===== src/rtl/fp_pkg.sv =====
// Shared helpers for the small-float formats: operand classes, result kinds,
// flag bit positions and the bias/max-exponent derivations.
package fp_pkg;

  typedef enum logic [1:0] {
    ZERO = 2'd0,
    NORM = 2'd1,
    INF  = 2'd2
  } cls_e;

  // Outcome of a multiply once both operand classes are known.
  typedef enum logic [1:0] {
    K_NUM  = 2'd0,
    K_ZERO = 2'd1,
    K_INF  = 2'd2,
    K_NAN  = 2'd3
  } kind_e;

  localparam int FLAG_INV = 2;
  localparam int FLAG_OVF = 1;
  localparam int FLAG_UNF = 0;

  function automatic int fp_bias(input int exp_w);
    return (1 << (exp_w - 1)) - 1;
  endfunction

  function automatic int fp_emax(input int exp_w);
    return (1 << exp_w) - 1;
  endfunction

  function automatic cls_e fp_classify(input int e, input int emax);
    if (e == 0) return ZERO;
    if (e == emax) return INF;
    return NORM;
  endfunction

endpackage


===== src/rtl/float_mult_pipe_if.sv =====
// Operand/result streams of the pipelined float multiplier.
interface float_mult_pipe_if #(
  parameter int EXP_W = 4,
  parameter int MAN_W = 8
);
  localparam int W = 1 + EXP_W + MAN_W;

  // A beat moves only in a cycle where valid and ready are both high; the
  // producer holds valid and data steady until that cycle.
  logic         in_valid;
  logic         in_ready;
  logic [W-1:0] a;
  logic [W-1:0] b;
  logic         out_valid;
  logic         out_ready;
  logic [W-1:0] result;
  logic [2:0]   flags;

  modport master (
    output in_valid, a, b, out_ready,
    input  in_ready, out_valid, result, flags
  );

  modport slave (
    input  in_valid, a, b, out_ready,
    output in_ready, out_valid, result, flags
  );
endinterface


===== src/rtl/fp_round_rne.sv =====
// Round-to-nearest-even of a mantissa given guard and sticky; carry means the
// mantissa wrapped to zero and the exponent must be bumped.
module fp_round_rne #(
  parameter int MAN_W = 8
) (
  input  logic [MAN_W-1:0] man,
  input  logic             guard,
  input  logic             sticky,
  output logic [MAN_W-1:0] man_out,
  output logic             carry
);
  logic up;

  assign up = guard & (sticky | man[0]);
  assign {carry, man_out} = {1'b0, man} + (MAN_W + 1)'(up);
endmodule


===== src/rtl/float_mult_pipe.sv =====
// Three-stage float multiplier: S1 classify/multiply, S2 normalise/round,
// S3 range-check/pack into the output register.
module float_mult_pipe
  import fp_pkg::*;
#(
  parameter int EXP_W = 4,
  parameter int MAN_W = 8
) (
  input logic              clk,
  input logic              rst_n,
  float_mult_pipe_if.slave bus
);
  localparam int W    = 1 + EXP_W + MAN_W;
  localparam int BIAS = fp_bias(EXP_W);
  localparam int EMAX = fp_emax(EXP_W);
  localparam int PW   = 2 * (MAN_W + 1);
  localparam int XW   = EXP_W + 2;

  localparam logic signed [XW-1:0] EMAX_X   = XW'(EMAX);
  localparam logic signed [XW-1:0] EXP_ZERO = '0;
  localparam logic [MAN_W-1:0]     NAN_MAN  = {1'b1, {(MAN_W-1){1'b0}}};

  logic adv;
  assign adv          = !bus.out_valid || bus.out_ready;
  assign bus.in_ready = adv;

  // ---------------- S1: unpack, classify, multiply
  logic             sa, sb;
  logic [EXP_W-1:0] ea, eb;
  logic [MAN_W-1:0] ma, mb;
  cls_e             ca, cb;
  kind_e            kind1;
  logic [PW-1:0]    prod1;
  logic signed [XW-1:0] exp1;

  assign {sa, ea, ma} = bus.a;
  assign {sb, eb, mb} = bus.b;
  assign ca    = fp_classify(32'(ea), EMAX);
  assign cb    = fp_classify(32'(eb), EMAX);
  assign prod1 = PW'({1'b1, ma}) * PW'({1'b1, mb});
  assign exp1  = $signed(XW'(ea)) + $signed(XW'(eb)) - EXP_ZERO - XW'(BIAS);

  always_comb begin
    kind1 = K_NUM;
    if ((ca == ZERO && cb == INF) || (ca == INF && cb == ZERO)) kind1 = K_NAN;
    else if (ca == INF || cb == INF)                           kind1 = K_INF;
    else if (ca == ZERO || cb == ZERO)                         kind1 = K_ZERO;
  end

  logic                 s1_valid;
  kind_e                s1_kind;
  logic                 s1_sign;
  logic [PW-1:0]        s1_prod;
  logic signed [XW-1:0] s1_exp;

  // ---------------- S2: normalise and round
  logic [PW-2:0]        norm;
  logic [MAN_W-1:0]     man_r;
  logic                 carry;
  logic [XW-1:0]        inc2;
  logic signed [XW-1:0] exp2;

  // Product lies in [1,4); dropping the leading one leaves mantissa, guard, sticky.
  assign norm = s1_prod[PW-1] ? s1_prod[PW-2:0] : {s1_prod[PW-3:0], 1'b0};

  fp_round_rne #(.MAN_W(MAN_W)) u_round (
    .man     (norm[PW-2 -: MAN_W]),
    .guard   (norm[PW-2-MAN_W]),
    .sticky  (|norm[PW-3-MAN_W:0]),
    .man_out (man_r),
    .carry   (carry)
  );

  assign inc2 = XW'(s1_prod[PW-1]) + XW'(carry);
  assign exp2 = s1_exp + $signed(inc2);

  logic                 s2_valid;
  kind_e                s2_kind;
  logic                 s2_sign;
  logic [MAN_W-1:0]     s2_man;
  logic signed [XW-1:0] s2_exp;

  // ---------------- S3: range check and pack
  logic [W-1:0] res3;
  logic [2:0]   flg3;

  always_comb begin
    res3 = {s2_sign, s2_exp[EXP_W-1:0], s2_man};
    flg3 = '0;
    case (s2_kind)
      K_ZERO: res3 = {s2_sign, {EXP_W{1'b0}}, {MAN_W{1'b0}}};
      K_INF:  res3 = {s2_sign, {EXP_W{1'b1}}, {MAN_W{1'b0}}};
      K_NAN: begin
        res3           = {1'b0, {EXP_W{1'b1}}, NAN_MAN};
        flg3[FLAG_INV] = 1'b1;
      end
      default: begin
        if (s2_exp >= EMAX_X) begin
          res3           = {s2_sign, {EXP_W{1'b1}}, {MAN_W{1'b0}}};
          flg3[FLAG_OVF] = 1'b1;
        end else if (s2_exp <= EXP_ZERO) begin
          res3           = {s2_sign, {EXP_W{1'b0}}, {MAN_W{1'b0}}};
          flg3[FLAG_UNF] = 1'b1;
        end
      end
    endcase
  end

  // ---------------- control and output registers
  always_ff @(posedge clk or negedge rst_n) begin
    if (!rst_n) begin
      s1_valid      <= 1'b0;
      s2_valid      <= 1'b0;
      bus.out_valid <= 1'b0;
      bus.result    <= '0;
      bus.flags     <= '0;
    end else if (adv) begin
      s1_valid      <= bus.in_valid;
      s2_valid      <= s1_valid;
      bus.out_valid <= s2_valid;
      bus.result    <= res3;
      bus.flags     <= flg3;
    end
  end

  // Datapath stage registers carry no reset; the valid bits qualify them.
  always_ff @(posedge clk) begin
    if (adv) begin
      s1_kind <= kind1;
      s1_sign <= sa ^ sb;
      s1_prod <= prod1;
      s1_exp  <= exp1;
      s2_kind <= s1_kind;
      s2_sign <= s1_sign;
      s2_man  <= man_r;
      s2_exp  <= exp2;
    end
  end
endmodule


===== src/flat_wrapper.sv =====
// flat-port wrapper written by rule: the top's interface ports become plain ports
module float_mult_pipe_flat import fp_pkg::*;
#(
  parameter int EXP_W = 4,
  parameter int MAN_W = 8
)
  (clk, rst_n, bus_in_valid, bus_a, bus_b, bus_out_ready, bus_in_ready, bus_out_valid, bus_result, bus_flags);
  float_mult_pipe_if #(.EXP_W(EXP_W), .MAN_W(MAN_W)) bus_i ();
  input logic clk;
  input logic rst_n;
  input wire logic [$bits(bus_i.in_valid)-1:0] bus_in_valid;
  input wire logic [$bits(bus_i.a)-1:0] bus_a;
  input wire logic [$bits(bus_i.b)-1:0] bus_b;
  input wire logic [$bits(bus_i.out_ready)-1:0] bus_out_ready;
  output wire logic [$bits(bus_i.in_ready)-1:0] bus_in_ready;
  output wire logic [$bits(bus_i.out_valid)-1:0] bus_out_valid;
  output wire logic [$bits(bus_i.result)-1:0] bus_result;
  output wire logic [$bits(bus_i.flags)-1:0] bus_flags;
  assign bus_i.in_valid = bus_in_valid;
  assign bus_i.a = bus_a;
  assign bus_i.b = bus_b;
  assign bus_i.out_ready = bus_out_ready;
  assign bus_in_ready = bus_i.in_ready;
  assign bus_out_valid = bus_i.out_valid;
  assign bus_result = bus_i.result;
  assign bus_flags = bus_i.flags;
  float_mult_pipe #(.EXP_W(EXP_W), .MAN_W(MAN_W)) u_core (.clk(clk), .rst_n(rst_n), .bus(bus_i));
endmodule

===== config.mk =====
export PLATFORM = sky130hd
export DESIGN_NAME = float_mult_pipe_flat
export DESIGN_NICKNAME = d
export VERILOG_FILES = /design/src/rtl/fp_pkg.sv /design/src/rtl/float_mult_pipe_if.sv /design/src/rtl/fp_round_rne.sv /design/src/rtl/float_mult_pipe.sv /design/src/flat_wrapper.sv
export SDC_FILE = /design/constraint.sdc
export NUM_CORES = 1
export LEC_CHECK = 0
export CORE_MARGIN = 5
export CORE_UTILIZATION = 64
export DETAILED_ROUTE_END_ITERATION = 16
export GPL_TIMING_DRIVEN = 0
export PLACE_DENSITY_LB_ADDON = 0.12
export RECOVER_POWER = 25
export SLEW_MARGIN = 0
export SYNTH_ARGS = -nofsm -noshare
export SYNTH_HDL_FRONTEND = slang
export SYNTH_SLANG_ARGS = --single-unit
export TNS_END_PERCENT = 30

===== constraint.sdc =====
create_clock -name clk -period 5.75 [get_ports clk]
set_clock_uncertainty 0.1 [all_clocks]
set_input_delay 0.8625 -clock clk [delete_from_list [all_inputs] [get_ports clk]]
set_output_delay 0.8625 -clock clk [all_outputs]
set_load 0.01 [all_outputs]

After elaboration in Yosys (flattened, before gate mapping)
Index checks and enable logic that the tools add are counted.
{"block": "word_totals", "out_inout_bits": 18, "mem_bits_ro": 0, "latchBits": 0, "elab_cells": 71, "memories": 0, "register_bits": 63, "ramBits": 0}
{"block": "classes", "n_shift": 0, "n_eq_ne": 7, "addsub": 5, "magnitude_cmp": 2, "n_bitwise": 3, "div": 0, "reduce_logical": 14, "mux": 25, "multipliers": 1}
{"operator": "$pmux 13 s3", "n": 1}
{"operator": "$mux 12", "n": 2}
{"operator": "$mul 9x9->18", "n": 1}
{"operator": "$mux 2", "n": 9}
{"operator": "$mux 17", "n": 1}
{"operator": "$mux 1", "n": 12}
{"operator": "$add 8x1->9", "n": 1}
{"operator": "$eq 2x2->1 const B", "n": 4}
{"operator": "$eq 4x1->1 const B", "n": 2}
{"operator": "$logic_not 4->1", "n": 2}
{"operator": "$reduce_or 8->1", "n": 1}
{"operator": "$add 6x6->6", "n": 1}
{"operator": "$ge 6x5->1 const B", "n": 1}
{"operator": "$le 6x1->1 const B", "n": 1}
{"operator": "$sub 6x4->6 const B", "n": 1}
{"operator": "$add 4x4->5", "n": 1}
{"operator": "$logic_not 2->1", "n": 2}
{"operator": "$logic_or 1x1->1", "n": 4}
{"operator": "$reduce_or 3->1", "n": 1}
{"operator": "$add 1x1->2", "n": 1}
{"operator": "$eq 2x1->1 const B", "n": 1}
{"operator": "$logic_and 1x1->1", "n": 2}
{"operator": "$reduce_or 2->1", "n": 1}
{"operator": "$and 1x1->1", "n": 1}
{"operator": "3 further kinds", "n": 3}

Logic depth before layout (Yosys ltp)
{"block": "logic_depth", "depth_word": 9, "ltp_mapped": 17, "depth_no_buf": 16}

Cells and area by module
A second synthesis with hierarchy kept.
{"block": "unflattened", "hier_cells": 486, "area_unflattened_um2": 5197.5}
{"module": "float_mult_pipe", "area_each_um2": 5063.6, "seq_area_each_um2": 1796.7, "n_inst": 1, "cells_per_inst": 468}
{"module": "fp_round_rne", "area_each_um2": 133.9, "seq_area_each_um2": 0.0, "n_inst": 1, "cells_per_inst": 18}

Least setup slack after synthesis
OpenSTA, ideal clock, no wires.
{"block": "synth_timing", "path_type": "input to register", "start": "in bus_a[3]", "end": "reg u_core.s1_prod[15] (data pin)", "arrival_time_ps": 4491, "stages": 15, "setup_time_ps": 259, "path_buffers": 1, "slack_ps": 900, "path_cell_list": "clkbuf_1 nand2_1 fa_1 inv_1 fa_1 fa_1 inv_1 fa_1 inv_1 ha_1 a21o_1 a211oi_2 o21bai_1 a31oi_1 xnor2_1"}
{"block": "synth_via", "elab_chain_cells": 1}
{"element": "start, declared", "line_no": "flat_wrapper.sv:12", "text": "input wire logic [$bits(bus_i.a)-1:0] bus_a;"}
{"element": "$mul 9x9->18", "line_no": "float_mult_pipe.sv:40", "text": "assign prod1 = PW'({1'b1, ma}) * PW'({1'b1, mb});"}
{"element": "via u_core.prod1[15]", "line_no": "float_mult_pipe.sv:33", "text": "logic [PW-1:0] prod1;"}
{"element": "end signal, assigned", "line_no": "float_mult_pipe.sv:131", "text": "s1_prod <= prod1;"}
{"element": "end, declared", "line_no": "float_mult_pipe.sv:53", "text": "logic [PW-1:0] s1_prod;"}
The timed path passes the listed nets, and every way through them passes these cells.
A chain may end at the register's enable or synchronous reset.

Final worst setup path
{"block": "layout_timing", "start": "in bus_a[1]", "end": "reg u_core.s1_prod[14] (data pin)"}
The elaborated chain is that of the path after synthesis.

==> key figures <==
Outcome
  – Status: completed

Die
  – Chip width: 101 um
  – Die Area: 10300 um2
  – Core ar.: 8180 um2
  – Rows: 33
  – I/O pin total: 48
  – Die height: 101 um
  – Initial Utilization: 65.4%

Clock tree
  – Clock sinks: 63
  – Clock Tree Buf Depth: 2
  – TritonCTS clock tree: built
  – Clock latency on the worst-skew pair: 0.33 ns
  – Post-CTS setup buffer count: 0
  – Cts repair resizes: 0
  – Root Buffer: clkbuf_8
  – TritonCTS buffer count: 9
  – H-tree level count: 3
  – Hold_buf cts: 0
  – Clock Pin Slew Worst Setup and Hold Paths: 0.07 ns

Route
  – Via density: 5.39
  – Initial DRC count: 125
  – DR DRC count: 0
  – Vias: 3686
  – Routed len/inst: 14.1 um
  – WL final: 9.61 mm
  – Antenna-violating nets left: 0
  – Drt first pass iters: 5

Critical path
  – Critical Path Sink Type: flip-flop
  – Max incr delay on CP: 0.66 ns
  – CP Data Required Time: 5.72 ns
  – Critical Path AT: 5.27 ns
  – Crit path max fanout: 8
  – Cell family with most CP delay: adder cells
  – Setup CP Type: in2reg
  – Critical Path, Cell by Cell: dlygate4sd3_1, and2_1, fa_1, inv_1, fa_1, inv_1, fa_1, inv_1, fa_1, inv_1, ha_1, o211ai_1, a21oi_1, nor4_1, o21ai_0, xor2_1
  – Reg2Reg Setup Slack: 1.85 ns
  – CP startpoint: bus_a[1]
  – Crit path buffers/inverters: 5
  – Critical path's slowest cell: dlygate4sd3_1
  – Worst r2r src: u_core.s1_prod[17]
  – Crit start category: input pin

Logic synthesis
  – Post-synth cell types: 46
  – Largest area contributor in the netlist: edfxtp_1
  – Top cells by area, synth: edfxtp_1 (25%), fa_1 (19%), ha_1 (11%), dfrtp_1 (8.9%), inv_1 (6.7%)
  – Ys flop type: edfxtp_1
  – Post-synth EDFFs: 44
  – Synth Warn #: 0
  – Syn_nets: 649
  – Syn_area_per_cell: 10.3 um2
  – Register area share after synthesis: 33.6%
  – Mapped Area: 5350 um2
  – FF+latch count, synth: 63
  – Post-synthesis cell count: 521
  – Top cell type's share of synthesized area: 24.7%
  – Async set-or-reset flop fraction in the synthesized netlist: 30.2%

Placement
  – Total placed cells including tap cells: 668
  – Pre-CTS setup slack: 0.123 ns
  – Placed Area: 5910 um2
  – Final HPWL DP: 8.01 mm
  – I/O Buffers: 41
  – Placer Congestion: 0.876

Hold path
  – Hold Path Origin: u_core.s1_sign
  – Min-delay worst type: reg2reg

GRT
  – Pin count of the biggest net entering global routing: 42
  – First-pass GRT wire length: 16.8 mm
  – GRT Total Usage: 20.7%
  – GRT Residual Overflow: 0
  – Antenna violations before repair: 0
  – Vias in the first global route: 3904

Pwr
  – VDD IR max: 0.209 mV
  – Final Power: 2.67 mW
  – Pleak: 2.92 nW
  – P per Cell Area: 436 nW/um2

STA
  – Slew margin rel.: 43.2%
  – Hold_ws: 0.321 ns
  – Setup ws final: 0.450 ns
  – Slew @ Worst Pin: 0.849 ns
  – Crit share post-route: 92.2%
  – Max Fclk: 0.189 GHz
  – Fin crit period: 5.30 ns
  – Hold violation count in the final report: 0
  – Fin. max-slew vios: 0
  – Final setup vio count: 0
  – Unrepaired setup endpoints after global routing: no
  – Final TNS setup: 0 ns

Layout
  – Fillers: 599
  – Seq. cell area: 1800 um2
  – Final Instance Count excl. Fillers: 684
  – Cell area after layout: 6120 um2
  – # nets final: 702
  – Area Overhead vs Synth: 14.4%
  – Post-layout util: 74.8%
  – Layout cells sized above 1: 3.97%
  – Most frequent cells in the layout: inv_1 (96), nand2_1 (63), fa_1 (52)
  – N_diodes: 0
  – Area of the multi-input gates: 3110 um2
  – Most common cell after layout, fill and taps aside: inv_1

Job
  – Max-cap violations: 0
## logic make-up after synthesis
| group | after synthesis | synth area share (%) |
|---|---|---|
| fa+ha+maj | 98 | 30.2 |
| buf+inv | 113 | 8.14 |
| flops | 63 | 33.6 |
| compound gates | 72 | 8.96 |
| xor+xnor | 29 | 4.75 |
| mux | 11 | 2.11 |
| simple gates | 135 | 12.2 |
## power breakdown
| group | switching (mW) | internal, mW | total (mW) |
|---|---|---|---|
| registers | 0.116 | 0.764 | 0.880 |
| clock network | 0.173 | 0.244 | 0.418 |
| logic | 0.751 | 0.620 | 1.37 |
## sequential cells by signal, summed over array words and instances, names as in the netlist
| name | flops |
|---|---|
| u_core.s1_prod | 18 |
| u_core.bus.out_valid | 1 |
| u_core.s1_kind | 2 |
| u_core.s2_sign | 1 |
| u_core.s1_sign | 1 |
| u_core.s2_man | 8 |
| u_core.s1_exp | 6 |
| u_core.s2_valid | 1 |
| u_core.s1_valid | 1 |
| u_core.s2_exp | 6 |
| u_core.s2_kind | 2 |
| u_core.bus.flags | 3 |
| u_core.bus.result | 13 |
## per-layer routing
| metal | track usage (%) | part of all wire, % | vias to the layer above | wire length (um) |
|---|---|---|---|---|
| met5 | 0 | 0 | - | 0 |
| met4 | 6.95 | 1.7 | 0 | 167 |
| met3 | 3.58 | 4.4 | 12 | 424 |
| met2 | 40.3 | 55 | 92 | 5270 |
| met1 | 22.4 | 39 | 1779 | 3750 |
| li1 | - | - | 1803 | - |
## final timing paths
path                                         to  depth (start not counted)
setup / recovery             u_core.s1_prod[14]                         16
hold / removal                   u_core.s2_sign                          0
setup reg to reg               u_core.s2_exp[4]                         13
hold reg to reg                  u_core.s2_sign                          0
max in group asynchronous  u_core.bus.result[1]                          1
min in group asynchronous  u_core.bus.result[8]                          1
## final cells by class
| cell class | instances | area share [%] |
|---|---|---|
| buffer | 17 | 1.10 |
| clock buffer | 9 | 2.02 |
| clock inverter | 7 | 1.60 |
| inverter | 96 | 5.89 |
| multi-input combinational | 345 | 50.8 |
| sequential | 63 | 29.4 |
| tap | 105 | 2.15 |
| timing repair buffer | 42 | 7.04 |
## synth_stat cells (2+ instances only)
cell,instances
a211oi_1,2
a21o_1,9
a21oi_1,19
a22o_1,7
a31oi_1,5
and2_1,27
and3_1,2
buf_2,2
clkbuf_1,13
dfrtp_1,19
edfxtp_1,44
fa_1,52
ha_1,46
inv_1,96
mux2_2,2
mux2i_1,9
nand2_1,63
nand2b_1,4
nand3_1,4
nand4_1,4
nor2_1,17
nor2b_1,4
nor3_1,2
nor3b_1,2
nor4_1,2
o211ai_1,3
o21a_1,2
o21ai_0,14
o31ai_1,2
xnor2_1,14
xor2_1,15
Power figures use the tool's default switching activity.
